### src/rtl/teclado_atm_if.sv
// Keypad-side and controller-side signals of the ATM keypad front end.
// The slave modport is the keypad front end; the master modport is the keypad/controller side.
interface teclado_atm_if;
    logic        MODO_MONTO;
    logic [3:0]  COLUMNAS;
    logic [3:0]  FILAS;
    logic [3:0]  DIGITO;
    logic        DIGITO_STB;
    logic [31:0] MONTO;
    logic        MONTO_STB;
    logic        TIPO_TRANS;
    logic        TECLA_INVALIDA;

    modport master (
        output MODO_MONTO, COLUMNAS,
        input  FILAS, DIGITO, DIGITO_STB, MONTO, MONTO_STB, TIPO_TRANS, TECLA_INVALIDA
    );

    modport slave (
        input  MODO_MONTO, COLUMNAS,
        output FILAS, DIGITO, DIGITO_STB, MONTO, MONTO_STB, TIPO_TRANS, TECLA_INVALIDA
    );
endinterface

### src/rtl/teclado_atm.sv
// 4x4 keypad scanner/debouncer feeding PIN digits and decimal amounts to the ATM controller.
// States: SCAN = row dwell and column sample | DEBOUNCE = confirm press | HOLD = wait for release.
module teclado_atm #(
    parameter int SCAN_CYCLES     = 2,
    parameter int DEBOUNCE_CYCLES = 3
) (
    input  logic         CLK,
    input  logic         RESET,
    teclado_atm_if.slave bus
);
    localparam logic [15:0] SCAN_LOAD = 16'(SCAN_CYCLES - 1);
    localparam logic [15:0] DEB_LOAD  = 16'(DEBOUNCE_CYCLES);
    localparam logic [3:0]  K_A    = 4'd10;
    localparam logic [3:0]  K_B    = 4'd11;
    localparam logic [3:0]  K_C    = 4'd12;
    localparam logic [3:0]  K_D    = 4'd13;
    localparam logic [3:0]  K_STAR = 4'd14;
    localparam logic [3:0]  K_HASH = 4'd15;

    typedef enum logic [1:0] {ST_SCAN, ST_DEBOUNCE, ST_HOLD} state_t;

    state_t      state_q, state_d;
    logic [1:0]  row_q, row_d, col_q, col_d;
    logic [3:0]  pat_q, pat_d, filas_q, filas_d;
    logic [15:0] scan_cnt_q, scan_cnt_d, deb_cnt_q, deb_cnt_d;
    logic        key_event;
    logic [3:0]  col_low;
    logic        single_low;
    logic [1:0]  col_idx;
    logic [3:0]  key_code;

    logic        modo_q, mode_chg;
    logic [31:0] acc_q, acc_d, acc_base;
    logic [3:0]  cnt_q, cnt_d, cnt_base;
    logic [3:0]  digito_q, digito_d;
    logic        digito_stb_q, digito_stb_d;
    logic [31:0] monto_q, monto_d;
    logic        monto_stb_q, monto_stb_d;
    logic        tipo_q, tipo_d;
    logic        inval_q, inval_d;

    assign col_low    = ~bus.COLUMNAS;
    assign single_low = (col_low != 4'd0) && ((col_low & (col_low - 4'd1)) == 4'd0);

    always_comb begin
        col_idx = 2'd0;
        case (col_low)
            4'b0010: col_idx = 2'd1;
            4'b0100: col_idx = 2'd2;
            4'b1000: col_idx = 2'd3;
            default: col_idx = 2'd0;
        endcase
    end

    always_comb begin
        state_d    = state_q;
        row_d      = row_q;
        col_d      = col_q;
        pat_d      = pat_q;
        scan_cnt_d = scan_cnt_q;
        deb_cnt_d  = deb_cnt_q;
        key_event  = 1'b0;
        case (state_q)
            ST_SCAN: begin
                if (scan_cnt_q == 16'd0) begin
                    scan_cnt_d = SCAN_LOAD;
                    if (single_low) begin
                        col_d     = col_idx;
                        pat_d     = bus.COLUMNAS;
                        deb_cnt_d = DEB_LOAD;
                        state_d   = ST_DEBOUNCE;
                    end else begin
                        row_d = row_q + 2'd1;
                    end
                end else begin
                    scan_cnt_d = scan_cnt_q - 16'd1;
                end
            end
            ST_DEBOUNCE: begin
                if (deb_cnt_q == 16'd0) begin
                    key_event = 1'b1;
                    deb_cnt_d = DEB_LOAD;
                    state_d   = ST_HOLD;
                end else if (bus.COLUMNAS == pat_q) begin
                    deb_cnt_d = deb_cnt_q - 16'd1;
                end else begin
                    row_d      = 2'd0;
                    scan_cnt_d = SCAN_LOAD;
                    state_d    = ST_SCAN;
                end
            end
            ST_HOLD: begin
                if (bus.COLUMNAS != 4'hF) begin
                    deb_cnt_d = DEB_LOAD;
                end else if (deb_cnt_q == 16'd1) begin
                    row_d      = 2'd0;
                    scan_cnt_d = SCAN_LOAD;
                    state_d    = ST_SCAN;
                end else begin
                    deb_cnt_d = deb_cnt_q - 16'd1;
                end
            end
            default: state_d = ST_SCAN;
        endcase
        filas_d = ~(4'b0001 << row_d);
    end

    always_comb begin
        key_code = 4'd0;
        case ({row_q, col_q})
            4'd0:  key_code = 4'd1;
            4'd1:  key_code = 4'd2;
            4'd2:  key_code = 4'd3;
            4'd3:  key_code = K_A;
            4'd4:  key_code = 4'd4;
            4'd5:  key_code = 4'd5;
            4'd6:  key_code = 4'd6;
            4'd7:  key_code = K_B;
            4'd8:  key_code = 4'd7;
            4'd9:  key_code = 4'd8;
            4'd10: key_code = 4'd9;
            4'd11: key_code = K_C;
            4'd12: key_code = K_STAR;
            4'd13: key_code = 4'd0;
            4'd14: key_code = K_HASH;
            4'd15: key_code = K_D;
        endcase
    end

    // A mode change wipes the partial amount; an event in the same cycle builds on the cleared value.
    assign mode_chg = bus.MODO_MONTO != modo_q;
    assign acc_base = mode_chg ? 32'd0 : acc_q;
    assign cnt_base = mode_chg ? 4'd0 : cnt_q;

    always_comb begin
        acc_d        = acc_base;
        cnt_d        = cnt_base;
        digito_d     = digito_q;
        digito_stb_d = 1'b0;
        monto_d      = monto_q;
        monto_stb_d  = 1'b0;
        tipo_d       = tipo_q;
        inval_d      = 1'b0;
        if (key_event) begin
            if (key_code == K_A) begin
                tipo_d = 1'b0;
            end else if (key_code == K_B) begin
                tipo_d = 1'b1;
            end else if (!bus.MODO_MONTO) begin
                if (key_code <= 4'd9) begin
                    digito_d     = key_code;
                    digito_stb_d = 1'b1;
                end else begin
                    inval_d = 1'b1;
                end
            end else if (key_code <= 4'd9) begin
                if (cnt_base < 4'd9) begin
                    acc_d = (acc_base << 3) + (acc_base << 1) + {28'd0, key_code};
                    cnt_d = cnt_base + 4'd1;
                end else begin
                    inval_d = 1'b1;
                end
            end else if (key_code == K_STAR) begin
                acc_d = 32'd0;
                cnt_d = 4'd0;
            end else if (key_code == K_HASH && cnt_base != 4'd0) begin
                monto_d     = acc_base;
                monto_stb_d = 1'b1;
                acc_d       = 32'd0;
                cnt_d       = 4'd0;
            end else begin
                inval_d = 1'b1;
            end
        end
    end

    always_ff @(posedge CLK) begin
        if (RESET) begin
            state_q      <= ST_SCAN;
            row_q        <= 2'd0;
            col_q        <= 2'd0;
            pat_q        <= 4'hF;
            filas_q      <= 4'b1110;
            scan_cnt_q   <= SCAN_LOAD;
            deb_cnt_q    <= 16'd0;
            modo_q       <= 1'b0;
            acc_q        <= 32'd0;
            cnt_q        <= 4'd0;
            digito_q     <= 4'd0;
            digito_stb_q <= 1'b0;
            monto_q      <= 32'd0;
            monto_stb_q  <= 1'b0;
            tipo_q       <= 1'b0;
            inval_q      <= 1'b0;
        end else begin
            state_q      <= state_d;
            row_q        <= row_d;
            col_q        <= col_d;
            pat_q        <= pat_d;
            filas_q      <= filas_d;
            scan_cnt_q   <= scan_cnt_d;
            deb_cnt_q    <= deb_cnt_d;
            modo_q       <= bus.MODO_MONTO;
            acc_q        <= acc_d;
            cnt_q        <= cnt_d;
            digito_q     <= digito_d;
            digito_stb_q <= digito_stb_d;
            monto_q      <= monto_d;
            monto_stb_q  <= monto_stb_d;
            tipo_q       <= tipo_d;
            inval_q      <= inval_d;
        end
    end

    assign bus.FILAS          = filas_q;
    assign bus.DIGITO         = digito_q;
    assign bus.DIGITO_STB     = digito_stb_q;
    assign bus.MONTO          = monto_q;
    assign bus.MONTO_STB      = monto_stb_q;
    assign bus.TIPO_TRANS     = tipo_q;
    assign bus.TECLA_INVALIDA = inval_q;
endmodule

### src/flat_wrapper.sv
// flat-port wrapper written by rule: the top's interface ports become plain ports
module teclado_atm_flat 
#(
    parameter int SCAN_CYCLES     = 2,
    parameter int DEBOUNCE_CYCLES = 3
)
  (CLK, RESET, bus_MODO_MONTO, bus_COLUMNAS, bus_FILAS, bus_DIGITO, bus_DIGITO_STB, bus_MONTO, bus_MONTO_STB, bus_TIPO_TRANS, bus_TECLA_INVALIDA);
  teclado_atm_if bus_i ();
  input  logic CLK;
  input  logic RESET;
  input wire logic [$bits(bus_i.MODO_MONTO)-1:0] bus_MODO_MONTO;
  input wire logic [$bits(bus_i.COLUMNAS)-1:0] bus_COLUMNAS;
  output wire logic [$bits(bus_i.FILAS)-1:0] bus_FILAS;
  output wire logic [$bits(bus_i.DIGITO)-1:0] bus_DIGITO;
  output wire logic [$bits(bus_i.DIGITO_STB)-1:0] bus_DIGITO_STB;
  output wire logic [$bits(bus_i.MONTO)-1:0] bus_MONTO;
  output wire logic [$bits(bus_i.MONTO_STB)-1:0] bus_MONTO_STB;
  output wire logic [$bits(bus_i.TIPO_TRANS)-1:0] bus_TIPO_TRANS;
  output wire logic [$bits(bus_i.TECLA_INVALIDA)-1:0] bus_TECLA_INVALIDA;
  assign bus_i.MODO_MONTO = bus_MODO_MONTO;
  assign bus_i.COLUMNAS = bus_COLUMNAS;
  assign bus_FILAS = bus_i.FILAS;
  assign bus_DIGITO = bus_i.DIGITO;
  assign bus_DIGITO_STB = bus_i.DIGITO_STB;
  assign bus_MONTO = bus_i.MONTO;
  assign bus_MONTO_STB = bus_i.MONTO_STB;
  assign bus_TIPO_TRANS = bus_i.TIPO_TRANS;
  assign bus_TECLA_INVALIDA = bus_i.TECLA_INVALIDA;
  teclado_atm #(.SCAN_CYCLES(SCAN_CYCLES), .DEBOUNCE_CYCLES(DEBOUNCE_CYCLES)) u_core (.CLK(CLK), .RESET(RESET), .bus(bus_i));
endmodule
### config.mk
export PLATFORM = sky130hd
export DESIGN_NAME = teclado_atm_flat
export DESIGN_NICKNAME = d
export VERILOG_FILES = /design/src/rtl/teclado_atm_if.sv /design/src/rtl/teclado_atm.sv /design/src/flat_wrapper.sv
export SDC_FILE = /design/constraint.sdc
export NUM_CORES = 1
export LEC_CHECK = 0
export CAP_MARGIN = 20
export CELL_PAD_IN_SITES_DETAIL_PLACEMENT = 1
export CELL_PAD_IN_SITES_GLOBAL_PLACEMENT = 1
export CORE_MARGIN = 2
export CORE_UTILIZATION = 25
export DETAILED_ROUTE_END_ITERATION = 6
export GPL_TIMING_DRIVEN = 0
export PLACE_DENSITY_LB_ADDON = 0.1
export RECOVER_POWER = 50
export SYNTH_ARGS = -nofsm -noshare
export SYNTH_HDL_FRONTEND = slang
export SYNTH_SLANG_ARGS = --single-unit
### constraint.sdc
create_clock -name CLK -period 4.4 [get_ports CLK]
set_input_delay 1.1 -clock CLK [delete_from_list [all_inputs] [get_ports CLK]]
set_output_delay 1.1 -clock CLK [all_outputs]
set_load 0.01 [all_outputs]
==> results of run 1 <==
## cell families (layout without fill, tap and decap cells)
group | count (synthesis) | count (layout) | synth area share (%)
AOI/OAI and AO/OA | 216 | 216 | 18.4
xor gates and xnor gates | 54 | 54 | 6.38
adders and majority gates | 73 | 73 | 12.5
buffers and inverters | 61 | 144 | 3.43
DFF | 123 | 123 | 33.2
muxes | 7 | 7 | 0.945
and+or+nand+nor | 368 | 368 | 25.1
## sequential cells by signal, summed over array words and instances (netlist names), 2 cells and up
signal / flops
u_core.acc_q: 32
u_core.deb_cnt_q: 16
u_core.scan_cnt_q: 16
u_core.state_q: 2
u_core.col_q: 2
u_core.cnt_q: 4
u_core.bus.DIGITO: 4
u_core.row_q: 2
u_core.bus.FILAS: 4
u_core.bus.MONTO: 32
u_core.pat_q: 4
## tightest hold or removal path, delay by kind of cell, from the launching register on
kind	cells	cell delay (ns)
and+or+nand+nor	1	0.05
DFF	1	0.30
AOI/OAI and AO/OA	1	0.05
## per-layer routing
metal | vias to the layer above | part of all wire (%) | wire (um)
met4 | 0 | 1.2 | 265
met2 | 51 | 45 | 10200
met3 | 18 | 2.3 | 505
met1 | 3108 | 51 | 11500
li1 | 3321 | - | -
met5 | - | 0 | 0
## timing repair
| action | in CTS | in global routing |
|---|---|---|
| gates resized for setup | 30 | 10 |
| setup endpoints to repair | 27 | 9 |
| pin swaps | 7 | 5 |
| setup buffers | 4 | 1 |
## area by class of cell
class,instances,area share (%)
Buffer,38,2.05
Clock buffer,17,4.67
Clock inverter,15,2.61
Inverter,23,0.948
Multi-Input combinational cell,718,51.9
Sequential cell,123,27.0
Tap cell,390,5.36
Timing Repair Buffer,51,5.41
## worst min-delay path by stage
stage	start	cells past startpoint	slack [ns]	endpoint
after floorplan	u_core.acc_q[20]$_SDFF_PP0_	2	0.42	u_core.acc_q[20]$_SDFF_PP0_
final	u_core.bus.MONTO[19]$_SDFFE_PP0P_	2	0.45	u_core.bus.MONTO[19]$_SDFFE_PP0P_
after CTS	u_core.acc_q[17]$_SDFF_PP0_	2	0.45	u_core.acc_q[17]$_SDFF_PP0_
after detailed placement	u_core.acc_q[17]$_SDFF_PP0_	2	0.44	u_core.acc_q[17]$_SDFF_PP0_
after global routing	u_core.bus.MONTO[25]$_SDFFE_PP0P_	2	0.47	u_core.bus.MONTO[25]$_SDFFE_PP0P_
after global placement	u_core.acc_q[25]$_SDFF_PP0_	2	0.43	u_core.acc_q[25]$_SDFF_PP0_
## placed cells by master, fill, tap and decap left out, types with 23 or more instances in the layout
master and n:
a21oi_1 85, and2_1 27, clkbuf_1 27, dfxtp_1 123
dlygate4sd3_1 45, ha_1 71, inv_1 23, nand2_1 121
nand3_1 27, nor2_1 86, o21ai_0 41, xnor2_1 31
## metrics by stage
step | utilization (%) | cell area [um2] | hold slack [ns]
3_3_place_gp | 28.5 | 8370 | 0.429
5_1_grt | 31.0 | 9110 | 0.469
2_1_floorplan | - | 7420 | 0.417
3_5_place_dp | 28.5 | 8370 | 0.443
6_report | 31.0 | 9110 | 0.447
4_1_cts | 31.1 | 9150 | 0.452
## power breakdown
part	internal, mW	total, mW	leakage, nW	switching, mW
Clock	1.02	1.62	0.323	0.605
Combinational	0.529	1.33	2.53	0.798
Sequential	1.26	1.39	0.995	0.133
==> flow_summary.ini, run 1 <==
[pwr]
p_leak_nw = 3.85
ir_drop_mv = 0.242
power_density_nw_per_um2 = 477
finalPower_mw = 4.34

[logic_synthesis]
yosys.cell_types.count = 69
ys.flop_type = dfxtp_1
syn_inst = 902
yosysTopAreaCellShare_pct = 33.2
synth-seq-cells = 123
yosys_warnings = 0
synth_area_leaders = dfxtp_1 33%, ha_1 12%, nand2_1 6.1%
syn_nets = 982
synth_most_common_cell = dfxtp_1
ys_seq_area_share_pct = 33.2
yosysTopAreaCell = dfxtp_1
synth-edff-count = 0
avgSynthCellArea_um2 = 8.22
synth_area_um2 = 7410
synth_commonest_cells = 123 x dfxtp_1, 121 x nand2_1, 86 x a21oi_1, 86 x nor2_1, 71 x ha_1
async_reset_ff_share_pct = 0

[layout]
regArea_um2 = 2460
area_growth_pct = 22.8
antenna_cells = 0
stdcell_count = 1375
final_nets = 1052
num-fill-cells = 3477
drive_gt1_share_pct = 8.83
multiInputGateArea_um2 = 4730

[worst_setup_path]
rr_worst_depth = 15
r2r-start = u_core.col_q[0]$_SDFFE_PP0P_
crit_type = input pin to flop
endpoint_kind = flop
crit_top_cell = fa_2
crit_fanout = 10
cp_num_cells = 16
required_ns = 4.70
cp.arrival_ns = 4.49
critPathMaxStageDelay_ns = 0.47
cp-start-kind = input pin
startpoint = bus_MODO_MONTO
path_buf_inv = 3
worstPathCellList = buf_2, xnor2_4, buf_8, clkbuf_8, and2_2, fa_2, fa_2, a21o_1, nand4_1, and2_4, a311oi_4, a211o_1, a31oi_2, xnor2_1, a22oi_1, nor2_1
critical_path.top_delay_family = compound AO/OA/AOI/OAI gates
cp-endpoint = u_core.acc_q[26]$_SDFF_PP0_
r2r_setup_slack_ns = 0.40
reg2reg_to = u_core.acc_q[30]$_SDFF_PP0_
critical_path.slowest_cell = fa_2

[placement]
globalplace.congestion = 0.783
place_inst = 1338
pre_cts_ws_ns = -1.94
place_hpwl_mm = 16.7
port_buffers = 46

[global_route]
grt_pass1_wl_mm = 37.2
grt_max_degree = 17
grtUsageMet1_pct = 21.0
antenna_found_initial = 0
overflow = 0
busiest_layer = met2
grt_use_met3_pct = 2.84
grtUsageMet2_pct = 24.4
grt_pass1_vias = 6787
grt_use_total_pct = 15.3

[drt]
via_per_inst = 4.73
wl_mm = 22.4
drc_errors = 0
drtAntennaViolNets = 0
dr.pass1.iters = 4
vias = 6498
dr.first_iter.drc_count = 225
routedWlPerCell_um = 16.3

[floorplanning]
initial_utilization_pct = 25.2
fp.dieH_um = 176
row_count = 63
coreArea_um2 = 29400
num_io_pins = 51
die_w_um = 176
dieArea_um2 = 31100

[timing]
clock_skew_ns = 0.0105
rsz0062_at_grt = no
setup_violations = 0
slew_headroom_pct = 31.5
timing.setup.tns_ns = 0
maxSlewViolCount = 0
hold_viol_final = 0
min_period_ns = 4.19
tightestPinTransition_ns = 1.02
timing.final.ws_setup_ns = 0.212
timing.fmax_ghz = 0.239
timing.final.crit_share_pct = 95.2

[hold_path]
hold_path_class = flop to flop

[cts]
clk_pin_slew_worst_paths_ns = 0.06
cts_tree = done
htree_num_levels = 4
clock_path_buffers = 2
cts_buffers = 17
ctsHoldBuffers = 0
root_buffer = clkbuf_16
worstSkewPairLatency_ns = 0.44
cts_sinks = 123

[status]
status = completed

[flow_run]
drv_cap = 0
Power figures use the tool's default switching activity.
==> run 2: changes to the inputs <==
Settings changed: CAP_MARGIN 20 to default.
Clock period 4.4 ns to 5.35 ns, I/O delays scaled along.
==> run 2 against run 1 <==
Effect of this change:
- first-iteration DRC count decreased by 7.1%
- die area unchanged
- total power decreased by 19%
- critical path depth unchanged
- sequential power decreased by 17%
- routed wire length about the same
- core utilization decreased by 0.38 points
- non-clock buffer count decreased by 1
- sequential share of layout area increased by 0.34 points
- global-route usage decreased by 0.10 points
- clock-buffer cell count unchanged
==> flow_summary.ini, run 2 (synthesized netlist as in run 1, its figures left out) <==
[drt]
dr.pass1.iters = 4
wl_mm = 22.4
via_per_inst = 4.75
drtAntennaViolNets = 0
dr.first_iter.drc_count = 209
drc_errors = 0
routedWlPerCell_um = 16.3
vias = 6529

[layout]
multiInputGateArea_um2 = 4660
mostFrequentLayoutCell = dfxtp_1
final_nets = 1051
area_growth_pct = 21.3
num-fill-cells = 3518
antenna_cells = 0
drive_gt1_share_pct = 7.32
regArea_um2 = 2460
final_cell_mix = 123 x dfxtp_1, 121 x nand2_1, 87 x a21oi_1, 86 x nor2_1, 71 x ha_1

[placement]
pre_cts_ws_ns = -1.74
port_buffers = 46
globalplace.congestion = 0.787
place_hpwl_mm = 16.6

[global_route]
antenna_found_initial = 0
grt_max_degree = 17
grt_pass1_wl_mm = 37.0
overflow = 0
grt_use_total_pct = 15.2
grt_pass1_vias = 6856

[worst_setup_path]
cp-start-kind = input pin
rr_worst_depth = 15
cp.arrival_ns = 5.17
required_ns = 5.65
crit_fanout = 10
endpoint_kind = flop
crit_type = input pin to flop

[cts]
clk_pin_slew_worst_paths_ns = 0.06
worstSkewPairLatency_ns = 0.44
root_buffer = clkbuf_16
ctsHoldBuffers = 0
clock_path_buffers = 2
cts_sinks = 123
cts_tree = done
htree_num_levels = 4
cts_buffers = 17

[floorplanning]
dieArea_um2 = 31100
die_w_um = 176
num_io_pins = 51
coreArea_um2 = 29400
row_count = 63
fp.dieH_um = 176
initial_utilization_pct = 25.2

[timing]
min_period_ns = 4.87
timing.final.crit_share_pct = 91.0
maxSlewViolCount = 0
timing.setup.tns_ns = 0
clock_skew_ns = 0.0143
setup_violations = 0
timing.final.ws_setup_ns = 0.481
worst_hold_slack_ns = 0.446
timing.fmax_ghz = 0.205
tightestPinTransition_ns = 1.13
rsz0062_at_grt = no
slew_headroom_pct = 23.9
hold_viol_final = 0

[pwr]
ir_drop_mv = 0.216
combPwrFrac_pct = 30.8
power.switching_mw = 1.25
p_seq_share_pct = 32.6
power_density_nw_per_um2 = 390
clkPwrFrac_pct = 36.5
finalPower_mw = 3.51
power.share.switching_pct = 35.7
p_int_mw = 2.26
p_leak_nw = 3.81

[hold_path]
hold_depth = 2
hold_path_class = flop to flop

[flow_run]
drv_cap = 0

[status]
status = completed
[run 2: cell count changes in the layout (fill, tap and decap cells not counted), moves of 2 or more]
cell      change
and2_1        +3
a21oi_1       +2
a21oi_2       -2
and2_4        -2
buf_4         -2
clkinv_2      +2
clkinv_4      -2
fa_1          +2
fa_2          -2
nand3_1       +2
nand3_2       -2
[run 2: routing by layer]
metal	track usage, %	up-vias	part of all wire (%)
met5	0	-	0
met4	4.68	0	1.6
met3	3.17	26	2.3
met2	23.9	56	45
met1	20.8	3136	51
li1	-	3311	-
[run 2: worst paths after layout]
kind                                startpoint                          end  slack, ns
setup / recovery                bus_MODO_MONTO  u_core.acc_q[26]$_SDFF_PP0_       0.48
hold / removal     u_core.acc_q[27]$_SDFF_PP0_  u_core.acc_q[27]$_SDFF_PP0_       0.45
setup reg to reg  u_core.col_q[0]$_SDFFE_PP0P_  u_core.acc_q[26]$_SDFF_PP0_       1.22
hold reg to reg    u_core.acc_q[27]$_SDFF_PP0_  u_core.acc_q[27]$_SDFF_PP0_       0.45
[run 2: final cells by class]
type,count,share of cell area (%)
multi-input combinational,718,51.8
sequential,123,27.4
timing repair buffer,50,5.48
tap,390,5.42
clock buffer,17,4.73
clock inverter,15,2.35
buffer,38,1.92
inverter,23,0.960
[run 2: worst max-delay path, stage by stage]
cell            delay, ns
dlymetal6s2s_1       0.23
xnor2_2              0.28
clkbuf_8             0.23
clkbuf_4             0.23
and2_2               0.24
fa_1                 0.48
fa_1                 0.48
a21o_1               0.21
nand4_1              0.12
and2_1               0.26
a311oi_4             0.17
a211o_1              0.36
a31oi_1              0.22
xnor2_1              0.10
a22oi_1              0.16
nor2_1               0.05
[run 2: timing repair]
action / in CTS / in global routing
endpoints found under the setup margin: 25 / 12
pin swaps: 3 / 2
cloned: 0 / 0
setup buffers: 1 / 3
gates resized for setup: 17 / 6
[run 2: per-stage QoR]
step	cells	instance area, um2	util [%]
after floorplan	902	7410	-
after global placement	1338	8360	28.4
after detailed placement	1338	8360	28.4
after CTS	1371	9070	30.8
after global routing	1374	9000	30.6
final	1374	9000	30.6
[run 2: power by group through the flow]
stage | clock network (mW) | registers (mW) | logic (mW)
4_1_cts | 1.32 | 1.16 | 1.20
3_3_place_gp | 0 | 1.17 | 1.19
5_1_grt | 1.37 | 1.17 | 1.24
6_report | 1.28 | 1.15 | 1.08
2_1_floorplan | 0 | 1.16 | 0.905
3_5_place_dp | 0 | 1.17 | 1.19
==> run 3: changes to the inputs <==
Settings changed: CORE_ASPECT_RATIO from default to 0.7.
==> run 3 against run 2 <==
Effect of this change:
- worst hold slack worse by 0.0057 ns
- routed wire length up 3.3%
- sequential power about the same
- clock power down 6%
- global-route usage up 0.40 points
- largest cell class unchanged
==> flow_summary.ini, run 3 (synthesized netlist as in run 1, its figures left out) <==
[global_route]
overflow = 0
antenna_found_initial = 0
grt_pass1_wl_mm = 37.4
grt_pass1_vias = 6578
grt_use_total_pct = 15.6
grt_max_degree = 17

[hold_path]
hold_depth = 2
hold_start = u_core.acc_q[24]$_SDFF_PP0_
hold_path_class = flop to flop
min_to = u_core.acc_q[24]$_SDFF_PP0_

[pwr]
p_leak_nw = 3.80
power_density_nw_per_um2 = 385
finalPower_mw = 3.46
ir_drop_mv = 0.197

[timing]
timing.fmax_ghz = 0.196
timing.final.crit_share_pct = 95.4
min_period_ns = 5.10
tightestPinTransition_ns = 1.06
rsz0062_at_grt = no
setup_violations = 0
hold_viol_final = 0
maxSlewViolCount = 0
clock_skew_ns = 0.0111
slew_headroom_pct = 29.0

[layout]
area_growth_pct = 21.4
num-fill-cells = 3434
final_nets = 1052
final_cell_mix = 123 x dfxtp_1, 122 x nand2_1, 86 x nor2_1, 86 x a21oi_1, 71 x ha_1
mostFrequentLayoutCell = dfxtp_1
fin_util_pct = 31.0
drive_gt1_share_pct = 8.22
antenna_cells = 0

[drt]
drtAntennaViolNets = 0
vias = 6528
drc_errors = 0
routedWlPerCell_um = 17.0
wl_mm = 23.1
dr.pass1.iters = 4
dr.first_iter.drc_count = 217
via_per_inst = 4.79

[cts]
ctsHoldBuffers = 0
clock_path_buffers = 2
cts_sinks = 123
cts_tree = done
cts_buffers = 17
root_buffer = clkbuf_16
clk_pin_slew_worst_paths_ns = 0.06
htree_num_levels = 4
worstSkewPairLatency_ns = 0.44

[floorplanning]
dieArea_um2 = 31100
fp.dieH_um = 148
initial_utilization_pct = 25.6
die_w_um = 210
row_count = 52
num_io_pins = 51
coreArea_um2 = 29000

[status]
status = completed

[worst_setup_path]
r2r-start = u_core.col_q[1]$_SDFFE_PP0P_
endpoint_kind = flop
rr_worst_depth = 16
crit_fanout = 10
r2r_setup_slack_ns = 1.23
cp-start-kind = input pin
cp.arrival_ns = 5.47
crit_type = input pin to flop
reg2reg_to = u_core.acc_q[31]$_SDFF_PP0_
required_ns = 5.71

[placement]
globalplace.congestion = 0.761
place_hpwl_mm = 17.5
port_buffers = 46

[flow_run]
drv_cap = 0
-- run 3: how the worst max path moves through the flow --
stage / start / to / slack [ns] / cells after the start
5_1_grt: bus_MODO_MONTO / u_core.acc_q[30]$_SDFF_PP0_ / 0.02 / 16
6_report: bus_MODO_MONTO / u_core.acc_q[31]$_SDFF_PP0_ / 0.25 / 16
4_1_cts: bus_MODO_MONTO / u_core.acc_q[30]$_SDFF_PP0_ / 0.009 / 16
3_5_place_dp: bus_MODO_MONTO / u_core.acc_q[30]$_SDFF_PP0_ / -1.78 / 16
3_3_place_gp: bus_MODO_MONTO / u_core.acc_q[30]$_SDFF_PP0_ / -1.73 / 16
2_1_floorplan: bus_MODO_MONTO / u_core.acc_q[30]$_SDFF_PP0_ / 0.43 / 15
-- run 3: cell type report --
class	count	area [um2]	area share, %
plain buffers	38	166	1.85
clock inverters	12	146	1.63
multi-input cells	718	4720	52.4
clock buffers	20	447	4.96
inverters	23	86.3	0.959
repair buffers	51	498	5.53
well taps	378	473	5.26
flip-flops and latches	123	2460	27.4
-- run 3: power by group --
group | switching (mW) | internal (mW)
Combinational | 0.669 | 0.437
Sequential | 0.115 | 1.04
Clock | 0.464 | 0.741
-- run 3: what timing repair did --
action	CTS	global route
gates resized for setup	18	15
gates cloned	0	0
setup buffers	2	3
setup endpoints to repair	21	12
pin swaps	1	5
-- run 3: metrics by stage --
step                hold WS [ns]  TNS (ns)  instances  cell area (um2)  worst slack (ns)
CTS                        0.448         0       1360             9020           0.00921
floorplan                  0.417         0        902             7410             0.428
global route               0.472         0       1363             9000            0.0164
global placement           0.428    -23.73       1326             8350             -1.73
detailed placement         0.434    -23.47       1326             8350             -1.78
finish                     0.440         0       1363             9000             0.247
-- run 3: routing by layer --
metal / global-route usage, % / routed length (um)
met1: 24.4 / 13500
met2: 20.9 / 8730
met3: 3.36 / 652
met4: 4.26 / 236
met5: 0 / 0
-- run 3: critical path: stages --
cell	delay, ns
clkdlybuf4s50_1	0.53
xnor2_2	0.31
buf_6	0.19
clkbuf_4	0.23
and2_2	0.24
fa_1	0.48
ha_1	0.31
a21oi_1	0.20
nand4b_1	0.21
a311oi_4	0.13
o21ai_2	0.26
a21oi_2	0.11
nor3_2	0.28
nor2_1	0.14
a2111o_1	0.42
o211ai_1	0.09
